$ cat config.mk
export PLATFORM = sky130hd
export DESIGN_NAME = rca_mult_seq
export DESIGN_NICKNAME = d
export VERILOG_FILES = /design/src/rtl/rca_mult_seq.sv
export SDC_FILE = /design/constraint.sdc
export NUM_CORES = 1
export LEC_CHECK = 0
export CAP_MARGIN = 20
export CORE_MARGIN = 2
export CORE_UTILIZATION = 50
export CTS_CLUSTER_DIAMETER = 80
export CTS_CLUSTER_SIZE = 10
export DETAILED_ROUTE_END_ITERATION = 6
export PLACE_DENSITY = 0.81
export SYNTH_ARGS = -nofsm -noshare
export SYNTH_HDL_FRONTEND = slang
export SYNTH_SLANG_ARGS = --single-unit
$ cat constraint.sdc
create_clock -name PortClk -period 3.5 [get_ports PortClk]
set_input_delay 0.35 -clock PortClk [delete_from_list [all_inputs] [get_ports PortClk]]
set_output_delay 0.35 -clock PortClk [all_outputs]
set_load 0.01 [all_outputs]
$ cat src/rtl/rca_mult_seq.sv
// Sequential shift-and-add unsigned multiplier: one SIZE-bit ripple-carry adder
// reused for SIZE iterations to build a 2*SIZE-bit product.

module rca_nbit #(
  parameter int SIZE = 4
) (
  input  logic [SIZE-1:0] a,
  input  logic [SIZE-1:0] b,
  input  logic            cin,
  output logic [SIZE-1:0] sum,
  output logic            cout
);

  logic carry;

  // NOTE: every always_comb output gets a default first so no latch is inferred.
  always_comb begin
    sum   = '0;
    carry = cin;
    for (int i = 0; i < SIZE; i++) begin
      sum[i] = a[i] ^ b[i] ^ carry;
      carry  = (a[i] & b[i]) | (carry & (a[i] ^ b[i]));
    end
    cout = carry;
  end

endmodule

module rca_mult_seq #(
  parameter int SIZE = 4
) (
  input  logic              PortClk,
  input  logic              PortRst_n,
  input  logic              PortStart,
  input  logic [SIZE-1:0]   PortA,
  input  logic [SIZE-1:0]   PortB,
  output logic              PortBusy,
  output logic              PortDone,
  output logic [2*SIZE-1:0] PortP
);

  localparam int CW = $clog2(SIZE);

  typedef enum logic [1:0] {IDLE, RUN, DONE} state_t;

  state_t          state, state_nxt;
  logic [SIZE-1:0] mcand;
  logic [SIZE-1:0] acc;
  logic [SIZE-1:0] q;
  logic [CW-1:0]   cnt;

  logic [SIZE-1:0] addend;
  logic [SIZE-1:0] sum;
  logic            cout;
  logic [SIZE-1:0] acc_nxt;
  logic [SIZE-1:0] q_nxt;

  assign addend = q[0] ? mcand : '0;

  rca_nbit #(.SIZE(SIZE)) u_adder (
    .a    (acc),
    .b    (addend),
    .cin  (1'b0),
    .sum  (sum),
    .cout (cout)
  );

  // Right shift of {cout, sum, q}: the carry-out lands in the MSB of acc.
  assign acc_nxt = {cout, sum[SIZE-1:1]};
  assign q_nxt   = {sum[0], q[SIZE-1:1]};

  // NOTE: sequential state uses non-blocking assignments only.
  always_ff @(posedge PortClk or negedge PortRst_n) begin
    if (!PortRst_n) state <= IDLE;
    else            state <= state_nxt;
  end

  always_comb begin
    state_nxt = state;
    unique case (state)
      IDLE:    if (PortStart) state_nxt = RUN;
      RUN:     if (cnt == '0) state_nxt = DONE;
      DONE:    state_nxt = IDLE;
      default: state_nxt = IDLE;
    endcase
  end

  always_ff @(posedge PortClk or negedge PortRst_n) begin
    if (!PortRst_n) begin
      mcand <= '0;
      acc   <= '0;
      q     <= '0;
      cnt   <= '0;
      PortP <= '0;
    end else begin
      unique case (state)
        IDLE: begin
          if (PortStart) begin
            mcand <= PortA;
            q     <= PortB;
            acc   <= '0;
            cnt   <= CW'(SIZE - 1);
          end
        end
        RUN: begin
          acc <= acc_nxt;
          q   <= q_nxt;
          cnt <= cnt - CW'(1);
          // The product register takes the post-shift value of the last iteration.
          if (cnt == '0) PortP <= {acc_nxt, q_nxt};
        end
        default: ;
      endcase
    end
  end

  assign PortBusy = (state != IDLE);
  assign PortDone = (state == DONE);

endmodule
Yosys cells after proc, flatten, opt, wreduce, memory -nomap -nowiden

Cells that the tools add are included.

Output and inout bits: 10
Bits of input ports: 11
Word-level logic and storage cells: 46
Bits in registers: 24

Add/sub/neg operators: 1
Eq/ne operators: 4
Multiplexer cells: 10
Reduce and logical (&&, ||, !) cells: 8
Bitwise operators: 17

Operators with widths:

| kind                                                                  | count |
|---|---|
| 4-bit one-hot mux with 2 select lines                                 | 2 |
| 4-bit two-way mux                                                     | 3 |
| 2-bit one-hot mux with 2 select lines                                 | 2 |
| 2-bit AND reduction                                                   | 4 |
| 1-bit bitwise AND                                                     | 7 |
| 1-bit bitwise XOR                                                     | 7 |
| 2-bit two-way mux                                                     | 3 |
| 2-bit logical NOT                                                     | 2 |
| 2-bit != test, second input constant                                  | 2 |
| 2-bit nonzero test                                                    | 2 |
| 1-bit OR                                                              | 3 |
| 2-bit by 1-bit equality test with 1-bit output, second input constant | 1 |
| 2-bit equality test, second input constant                            | 1 |
| 2-bit by 1-bit subtractor with 2-bit output, second input constant    | 1 |

Longest topological paths before layout

Word-level depth: 9
Depth in mapped cells: 7

By module

From an unflattened synthesis, not the netlist that was laid out.

Cell total of the unflattened synthesis: 92
Area, all modules: 1111.1 µm²

Modules (own cells, without submodules):

| module       | seq. area each (µm²) | times used | cells an instance | area each (µm²) |
|---|---|---|---|---|
| rca_mult_seq | 600.6                | 1          | 78                | 993.5 |
| rca_nbit     | 0.0                  | 1          | 14                | 117.6 |

Worst setup path before layout

No wires, ideal clock.

Kind: reg2reg
From: register q[0]
To: register acc[2]
Path buffers: 0
Arrival: 1.974 ns
Setup slack: 1.392 ns
Period minus slack after synthesis: 2.108 ns
Cell stages (with the launch flop): 8
Setup time: 0.134 ns
Data required time: 3.366 ns
Path through: dfrtp_1 and2_1 ha_1 inv_1 fa_1 fa_1 fa_1 o22ai_1

Cells in the longest elaborated chain, start to end: 8
Elaborated cells between the ends (all ways): 13
Those cells by class: mux: 2; bitwise: 11

Ends and longest elaborated chain:

| what                                                          | line | RTL |
|---|---|---|
| start, declared                                               | 49   | `logic [SIZE-1:0] q;` |
| start signal, assigned                                        | 100  | `q <= PortB;` |
| start signal, assigned                                        | 107  | `q <= q_nxt;` |
| 4-bit two-way mux (*)                                         | 58   | `assign addend = q[0] ? mcand : '0;` |
| 1-bit bitwise AND / 1-bit bitwise XOR (equally long branches) | 22   | `carry = (a[i] & b[i]) \| (carry & (a[i] ^ b[i]));` |
| 1-bit bitwise AND                                             | 22   |  |
| 1-bit OR                                                      | 22   |  |
| 1-bit bitwise AND                                             | 22   |  |
| 1-bit OR                                                      | 22   |  |
| 1-bit bitwise XOR (*)                                         | 21   | `sum[i] = a[i] ^ b[i] ^ carry;` |
| 4-bit one-hot mux with 2 select lines (*)                     | 96   | `unique case (state)` |
| end signal, assigned                                          | 106  | `acc <= acc_nxt;` |
| end, declared                                                 | 48   | `logic [SIZE-1:0] acc;` |

Every way passes the cells marked *; elsewhere a longest branch is shown, timed or not.
A chain may end at the register's enable or synchronous reset.

Worst setup path in the final report

From: register q[0]
To: register acc[3]

Cells in the longest elaborated chain, start to end: 9
Elaborated cells between the ends (all ways): 15
Those cells by class: mux: 2; bitwise: 13

Ends and longest elaborated chain:

| what                                                          | line |
|---|---|
| 4-bit two-way mux (*)                                         | 58 |
| 1-bit bitwise AND / 1-bit bitwise XOR (equally long branches) | 22 |
| 1-bit bitwise AND                                             | 22 |
| 1-bit OR                                                      | 22 |
| 1-bit bitwise AND                                             | 22 |
| 1-bit OR                                                      | 22 |
| 1-bit bitwise AND                                             | 22 |
| 1-bit OR (*)                                                  | 22 |
| 4-bit one-hot mux with 2 select lines (*)                     | 96 |

Marked as above.

==> metrics.csv <==
metric,value,unit
status,completed,
Post-route DRC,0,
pins over their slew limit,0,
Yosys warning count,0,
total gr overflow,0,
Sinks on Clock Net,24,
Finished Layout Cells,141,
Final min period,2.24,ns
Worst path depth,7,
CTS Buf Count,3,
Detail Placement HPWL,1410,um
Worst EP arrival,2.46,ns
Chip Height,50.2,um
area delta synth->final,25.9,%
Critical Path Fanout Max,5,
Clock transition at path regs,0.13,ns
CTS tree,yes,
highest-delay cell along the critical path,dfrtp_1,
Netlist cell types,22,
Cells after Synth,92,
routability cong.,0.767,
Die Area,0.00252,mm2
family with the most delay on the worst path,adder cells,
fin crit share,64.1,%
cell area after synthesis,0.00107,mm2
antenna-violating nets left,0,
CP required,3.72,ns
crit path capture type,register,
Worst-Margin Slew,0.513,ns
max-cap check violation count,0,
Pleak,0.581,nW
Via Count,738,
setup TNS,0,ns
Port Buffers,20,
largest net degree at the start of global routing,25,
"Setup violations, final",0,
Cell Pwr Density,882,mW/mm2
vias in the first global route,745,
most frequent CP cell,fa_1,
clk_lat worst skew,0.31,ns
maximum vdd drop,0.000486,V
initial antenna violation count,0,
area of the multi-input gates,413,um2
RSZ-0062 raised after global routing,no,
H-tree Lvls,1,
Final #Nets,131,
fin util,67.9,%
Post-Route Skew,0.00254,ns
post-CTS setup buffers,0,
clock buffer depth,2,
root buffer cell,clkbuf_4,
Sequential Area,601,um2
Filler Cell Count,147,
FF-to-FF End,acc[3],
Final Hold Fails,0,
Setup CP Type,reg2reg,
register area share after synthesis,56.2,%
DR iter-0 viols,12,
worst path cell trace,"and2_1, ha_1, inv_1, fa_1, fa_1, fa_1, o22ai_1",
cts hold-fix bufs,0,
GRT Total Usage,17.3,%
Post-Syn Nets,108,
post-CTS sizing,0,
crit start category,register,
Top Ports,21,
Core Footprint,0.00198,mm2
Initial Util,53.9,%
fin worst setup slack,1.26,ns
slew margin rel.,65.7,%
first-pass GRT wire length,3280,um
Inst Count DP,136,
Worst path max stage delay,0.43,ns
pre-CTS WS,1.29,ns
vias per inst,5.23,
share of cells above drive strength 1,13.2,%
final wirelength,1950,um
Seq cells post-synth,24,
Hold Crit Class,in2async,
Syn Area/Cell,11.6,um2
post-DR wirelength/cell,13.8,um
Ant. Diodes,0,
worst reg2reg path startpoint,q[0],
Fmax,446,MHz
drt pass-1 iters,4,
internal reg-to-reg setup slack,1.26,ns
FP Rows,16,
die width,50.2,um
Reg2Reg Depth,7,
Buffers & Inverters on Critical Path,1,
power by group:
group | internal, mW | switching, mW
Clock | 0.0635 | 0.0788
Combinational | 0.289 | 0.257
Sequential | 0.408 | 0.0910
Total | 0.760 | 0.426
per-stage QoR:
stage | total power [mW] | hold WS [ns] | cell area [um2]
after detailed placement | 1.05 | 0.475 | 1280
after global routing | 1.29 | 0.241 | 1350
after floorplan | 0.854 | 0.0544 | 1070
final | 1.19 | 0.250 | 1350
after global placement | 1.02 | 0.460 | 1280
after CTS | 1.19 | 0.504 | 1320
synthesized netlist by cell type (all sizes together):
library cell / count / area [um2]
a21oi: 4 / 20.0
a32oi: 1 / 8.76
and2: 1 / 6.26
buf: 3 / 21.3
dfrtp: 24 / 601
fa: 3 / 60.1
ha: 2 / 25.0
inv: 9 / 33.8
mux2: 8 / 90.1
nand2: 9 / 33.8
nand2b: 1 / 6.26
nand3b: 1 / 7.51
nor2: 5 / 18.8
nor2b: 1 / 6.26
o21ai: 6 / 30.0
o21bai: 1 / 7.51
o221a: 1 / 11.3
o22ai: 9 / 56.3
or2: 1 / 8.76
or2b: 1 / 7.51
or3b: 1 / 8.76
cells by family (layout without fill, tap and decap cells):
| group | Yosys count | count (layout) | synth area share, % |
|---|---|---|---|
| flops | 24 | 24 | 56.2 |
| compound gates | 22 | 22 | 12.5 |
| simple gates | 21 | 21 | 9.72 |
| mux | 8 | 8 | 8.43 |
| buf+inv | 12 | 34 | 5.15 |
| fa+ha+maj | 5 | 5 | 7.96 |
routing by layer:
metal / wire length, um / global-route usage [%] / vias to the layer above
li1: - / - / 360
met1: 950 / 22.8 / 365
met2: 937 / 28.7 / 11
met3: 50 / 3.57 / 2
met4: 13 / 5.09 / 0
met5: 0 / 0 / -
registers in the layout (all words and copies together) (netlist names):
register,cells
PortP,8
acc,4
q,4
state,2
mcand,4
cnt,2
worst register-to-register path: stages, from the launching register on:
cell     delay [ns]
dfrtp_1        0.43
and2_1         0.16
ha_1           0.13
inv_1          0.04
fa_1           0.38
fa_1           0.39
fa_1           0.40
o22ai_1        0.24
layout make-up:
type | instances | share of cell area, %
inverters | 9 | 2.51
clock buffers | 4 | 2.70
repair buffers | 21 | 16.9
multi-input cells | 56 | 30.7
flip-flops and latches | 24 | 44.7
well taps | 27 | 2.51
cell usage in the layout, fill, tap and decap left out, drive strengths merged:
cell,count
and2,1
fa,3
mux2,8
a21oi,4
inv,9
dfrtp,24
or3b,1
clkdlybuf4s50,20
a32oi,1
nand2,9
o22ai,9
clkbuf,4
o21bai,1
nor2b,1
ha,2
nor2,5
or2,1
nand2b,1
o21ai,6
o221a,1
nand3b,1
or2b,1
buf,1
how the worst max path moves through the flow:
stage | startpoint | endpoint | slack [ns]
final | q[0] | acc[3] | 1.26
after detailed placement | q[0] | PortP[6] | 1.29
after CTS | q[0] | PortP[6] | 1.26
after global routing | q[0] | acc[3] | 1.12
after floorplan | q[0] | acc[2] | 1.39
after global placement | q[0] | PortP[6] | 1.35
No activity file was read; power rests on OpenSTA's default activity.
==> variant 1 (same settings) <==
`SIZE` is set to 4 in 2 places; all go to 2.
--- a/src/rtl/rca_mult_seq.sv
+++ b/src/rtl/rca_mult_seq.sv
@@ -2,7 +2,7 @@
 // reused for SIZE iterations to build a 2*SIZE-bit product.
 
 module rca_nbit #(
-  parameter int SIZE = 4
+  parameter int SIZE = 2
 ) (
   input  logic [SIZE-1:0] a,
   input  logic [SIZE-1:0] b,
@@ -27,7 +27,7 @@
 endmodule
 
 module rca_mult_seq #(
-  parameter int SIZE = 4
+  parameter int SIZE = 2
 ) (
   input  logic              PortClk,
   input  logic              PortRst_n,
Ports: changed (resized PortA, PortB and PortP); port bits go from 21 to 13. No check against the original RTL was run, so the function may have changed too.
==> variant 1 against the original RTL <==
Wire length down 52%; critical path type is now reg -> out; count of clock-buffer cells in the layout shrank 1; sequential cell count is 11 lower; register-to-register slack better by 0.78 ns; worst setup slack better by 0.35 ns; largest cell class unchanged; synthesized area decreased by 43%; final cell count down 48%; cell area is 44% lower; total power decreased by 44%.
==> variant 1: results (changes against the original RTL) <==
Nets - 69 (was 131)
Crit path to - PortBusy (was acc[3])
CP max FO - 9 (was 5)
Critical path's slowest cell - clkdlybuf4s50_1 (was dfrtp_1)
Critical Path Start - state[1] (was q[0])
Global placement routability congestion - 0.732 (was 0.767)
Gr usage total - 16.5% (was 17.3%)
I/O Buffers - 12 (was 20)
Synthesized Nets - 54 (was 108)
Worst Clk Skew - 0.00437 ns (was 0.00254 ns)
Clock transition at the registers of the reported paths - 0.08 ns (was 0.13 ns)
Top cells by area, synth - dfrtp_1 (53%), mux2_2 (5.5%), mux2i_1 (4.9%) (was dfrtp_1 (56%), mux2_2 (8.4%), fa_1 (5.6%))
Post-synth cell types - 21 (was 22)
CP top delay family - buffers and inverters (was adder cells)
Global-route wire length before repair - 1610 µm (was 3280 µm)
Register area share after synthesis - 53.1% (was 56.2%)
DP HPWL - 698 µm (was 1410 µm)
R2R depth - 5 (was 7)
1st-iter DRT viols - 7 (was 12)
Mean post-synth cell area - 13.6 µm² (was 11.6 µm²)
Req. time, crit path - 3.15 ns (was 3.72 ns)
Slew headroom - 63.4% (was 65.7%)
Vias in the first global route - 402 (was 745)
Top cells by count, synth - dfrtp_1 (13), inv_1 (5), mux2_2 (3), mux2i_1 (3) (was dfrtp_1 (24), inv_1 (9), nand2_1 (9), o22ai_1 (9), mux2_2 (8))
Adder-cell share of the synthesized area - 5.31% (was 7.96%)
Layout cell share with drive strength beyond 1 - 23.7% (was 13.2%)
Synth Area in Compound Gates - 7.35% (was 12.5%)
Clk Latency, worst-skew pair - 0.28 ns (was 0.31 ns)
Peak supply drop - 0.437 mV (was 0.486 mV)
Post-CTS Setup Bufs - 0 (unchanged)
Slowest cell delay on critical path - 0.48 ns (was 0.43 ns)
Avg Vias per Cell - 5.10 (was 5.23)
Drt pass-1 iters - 2 (was 4)
DRT Wirelength - 941 µm (was 1950 µm)
Minimum clock period - 1.90 ns (was 2.24 ns)
End of the worst register-to-register path - acc[0] (was acc[3])
Worst hold margin - 0.422 ns (was 0.250 ns)
Status - complete, no violations (unchanged)
Mux cell area share after synthesis - 15.3% (was 8.43%)
variant 1: cell type report:
type	instances	area share, %
clock buffer	3	2.97
clock inverter	1	0.659
inverter	5	2.47
multi-input combinational	25	32.9
sequential	13	42.8
tap	14	2.31
timing repair buffer	12	15.8
variant 1: through the flow:
stage | total power, µW | cell area (µm²) | setup WS, ns
4_1_cts | 676 | 759 | 1.59
3_5_place_dp | 579 | 732 | 1.82
5_1_grt | 715 | 759 | 1.56
6_report | 665 | 759 | 1.60
3_3_place_gp | 573 | 732 | 1.84
2_1_floorplan | 491 | 613 | 2.14
variant 1: power breakdown:
part           internal (µW)  switching (µW)
Combinational            186             109
Sequential               217            61.4
Clock                   42.4            49.4
variant 1: layer usage:
metal  share of wire [%]  track usage, %  vias to the layer above
li1                    -               -                      184
met1                  47            19.0                      179
met2                  49            26.3                        7
met3                 3.7            3.47                        2
met4                0.64            12.9                        0
met5                   0               0                        -
==> variant 2 (same flow settings) <==
Without the edit above. Register the inputs `PortStart`, `PortA` and `PortB` before use, cleared by the reset. The logic sees them one clock later.
--- a/src/rtl/rca_mult_seq.sv
+++ b/src/rtl/rca_mult_seq.sv
@@ -43,6 +43,22 @@
 
   typedef enum logic [1:0] {IDLE, RUN, DONE} state_t;
 
+  logic PortStart_q;
+  logic [SIZE-1:0] PortA_q;
+  logic [SIZE-1:0] PortB_q;
+
+  always_ff @(posedge PortClk or negedge PortRst_n) begin
+    if (!PortRst_n) begin
+      PortStart_q <= '0;
+      PortA_q     <= '0;
+      PortB_q     <= '0;
+    end else begin
+      PortStart_q <= PortStart;
+      PortA_q     <= PortA;
+      PortB_q     <= PortB;
+    end
+  end
+
   state_t          state, state_nxt;
   logic [SIZE-1:0] mcand;
   logic [SIZE-1:0] acc;
@@ -78,7 +94,7 @@
   always_comb begin
     state_nxt = state;
     unique case (state)
-      IDLE:    if (PortStart) state_nxt = RUN;
+      IDLE:    if (PortStart_q) state_nxt = RUN;
       RUN:     if (cnt == '0) state_nxt = DONE;
       DONE:    state_nxt = IDLE;
       default: state_nxt = IDLE;
@@ -95,9 +111,9 @@
     end else begin
       unique case (state)
         IDLE: begin
-          if (PortStart) begin
-            mcand <= PortA;
-            q     <= PortB;
+          if (PortStart_q) begin
+            mcand <= PortA_q;
+            q     <= PortB_q;
             acc   <= '0;
             cnt   <= CW'(SIZE - 1);
           end
Function: changed (a bounded check fails within 4 cycles, from zero or initial values and one cycle with PortRst_n low).
==> variant 2 against the original RTL <==
Synthesized area rose by 21%; sequential power up 22%; count of clock-buffer cells in the layout grew 3; core utilization fell by 2.6 points; total power up 21%; critical endpoint is now acc[2]; worst setup slack better by 0.032 ns; sequential cell count grew 9; cell area is 19% higher; highest routed layer unchanged; clock power increased by 100%; fmax increased by 1.4%; wire length up 3.3%.
==> variant 2: results (changes against the original RTL) <==
Status - complete, no violations (unchanged)
Met2 wire len - 1000 µm (was 937 µm)
Global placement routability congestion - 0.772 (was 0.767)
Vias in the first global route - 785 (was 745)
Pin count of the biggest net entering global routing - 34 (was 25)
Register area share after synthesis - 63.8% (was 56.2%)
H-tree depth - 2 (was 1)
Synthesized Nets - 117 (was 108)
Post-Place Cell Area - 1520 µm² (was 1280 µm²)
Gr usage total - 17.0% (was 17.3%)
Diode count - 0 (unchanged)
Drt pass-1 iters - 4 (unchanged)
CP top delay family - adder cells (unchanged)
1st-iter DRT viols - 20 (was 12)
Most flop-heavy register - PortP (unchanged)
Clock transition at the registers of the reported paths - 0.10 ns (was 0.13 ns)
DP HPWL - 1460 µm (was 1410 µm)
Fill cells - 167 (was 147)
DRT Wirelength - 2020 µm (was 1950 µm)
Wire per inst - 12.8 µm (was 13.8 µm)
Met3 WL - 76 µm (was 50 µm)
Critical path's slowest cell - fa_1 (was dfrtp_1)
Layout cell share with drive strength beyond 1 - 14.2% (was 13.2%)
Top cells by count, synth - dfrtp_1 (33), inv_1 (9), nand2_1 (9), o22ai_1 (9), mux2_2 (8) (was dfrtp_1 (24), inv_1 (9), nand2_1 (9), o22ai_1 (9), mux2_2 (8))
M1 WL - 905 µm (was 950 µm)
Post-DRT Antenna Nets - 0 (unchanged)
Avg Vias per Cell - 5.19 (was 5.23)
Post-Synthesis Cells - 101 (was 92)
Slew headroom - 66.2% (was 65.7%)
Placed Instances - 149 (was 136)
Worst Clk Skew - 0.0116 ns (was 0.00254 ns)
CTS Buf Count - 5 (was 3)
Nets - 142 (was 131)
Leakage power - 0.000702 µW (was 0.000581 µW)
Top cells by area, synth - dfrtp_1 (64%), mux2_2 (7.0%), fa_1 (4.6%) (was dfrtp_1 (56%), mux2_2 (8.4%), fa_1 (5.6%))
Peak supply drop - 0.572 mV (was 0.486 mV)
Global-route wire length before repair - 3450 µm (was 3280 µm)
-- variant 2: metal layers --
| metal | GRT usage (%) | vias to the layer above |
|---|---|---|
| met5 | 0 | - |
| met4 | 6.25 | 0 |
| met3 | 4.92 | 6 |
| met2 | 26.2 | 23 |
| met1 | 22.8 | 391 |
| li1 | - | 395 |
-- variant 2: worst paths after layout --
path / from / end / slack, ns
setup / recovery: q[0] / acc[2] / 1.29
hold / removal: PortRst_n / q[2] / 0.41
setup reg to reg: q[0] / acc[2] / 1.29
hold reg to reg: PortA_q[3] / mcand[3] / 0.48
max in group asynchronous: PortRst_n / PortA_q[3] / 2.80
min in group PortClk: PortStart / PortStart_q / 0.46
-- variant 2: metrics by stage --
stage / util (%) / setup WS [ns]
after global placement: 61.8 / 1.35
after detailed placement: 61.8 / 1.30
after floorplan: - / 1.39
after CTS: 65.3 / 1.29
after global routing: 65.3 / 1.17
final: 65.3 / 1.29
-- variant 2: cells by family (layout without fill, tap and decap cells) --
family	after synthesis	in the layout	synth area share [%]
compound gates	22	22	10.3
flops	33	33	63.8
buf+inv	12	38	4.26
mux	8	8	6.96
fa+ha+maj	5	5	6.58
simple gates	21	21	8.03
-- variant 2: where the power goes --
part / total, µW / leakage (µW) / switching [µW] / internal [µW]
Clock: 289 / 0.0000455 / 118 / 171
Combinational: 537 / 0.000262 / 252 / 284
Sequential: 611 / 0.000395 / 93.4 / 518
Total: 1440 / 0.000702 / 464 / 973
-- variant 2: cell type report --
type / count / area (µm²) / area share (%)
flip-flops and latches: 33 / 826 / 51.5
multi-input cells: 56 / 413 / 25.8
repair buffers: 21 / 208 / 13.0
clock buffers: 7 / 55.1 / 3.43
well taps: 30 / 37.5 / 2.34
inverters: 9 / 33.8 / 2.11
clock inverters: 1 / 30.0 / 1.87
-- variant 2: worst reg2reg max path, delay by kind of cell (launching register included) --
family / cells / cell delay [ns]
fa+ha+maj: 4 / 1.34
buf+inv: 1 / 0.04
compound gates: 1 / 0.20
simple gates: 1 / 0.14
flops: 1 / 0.41
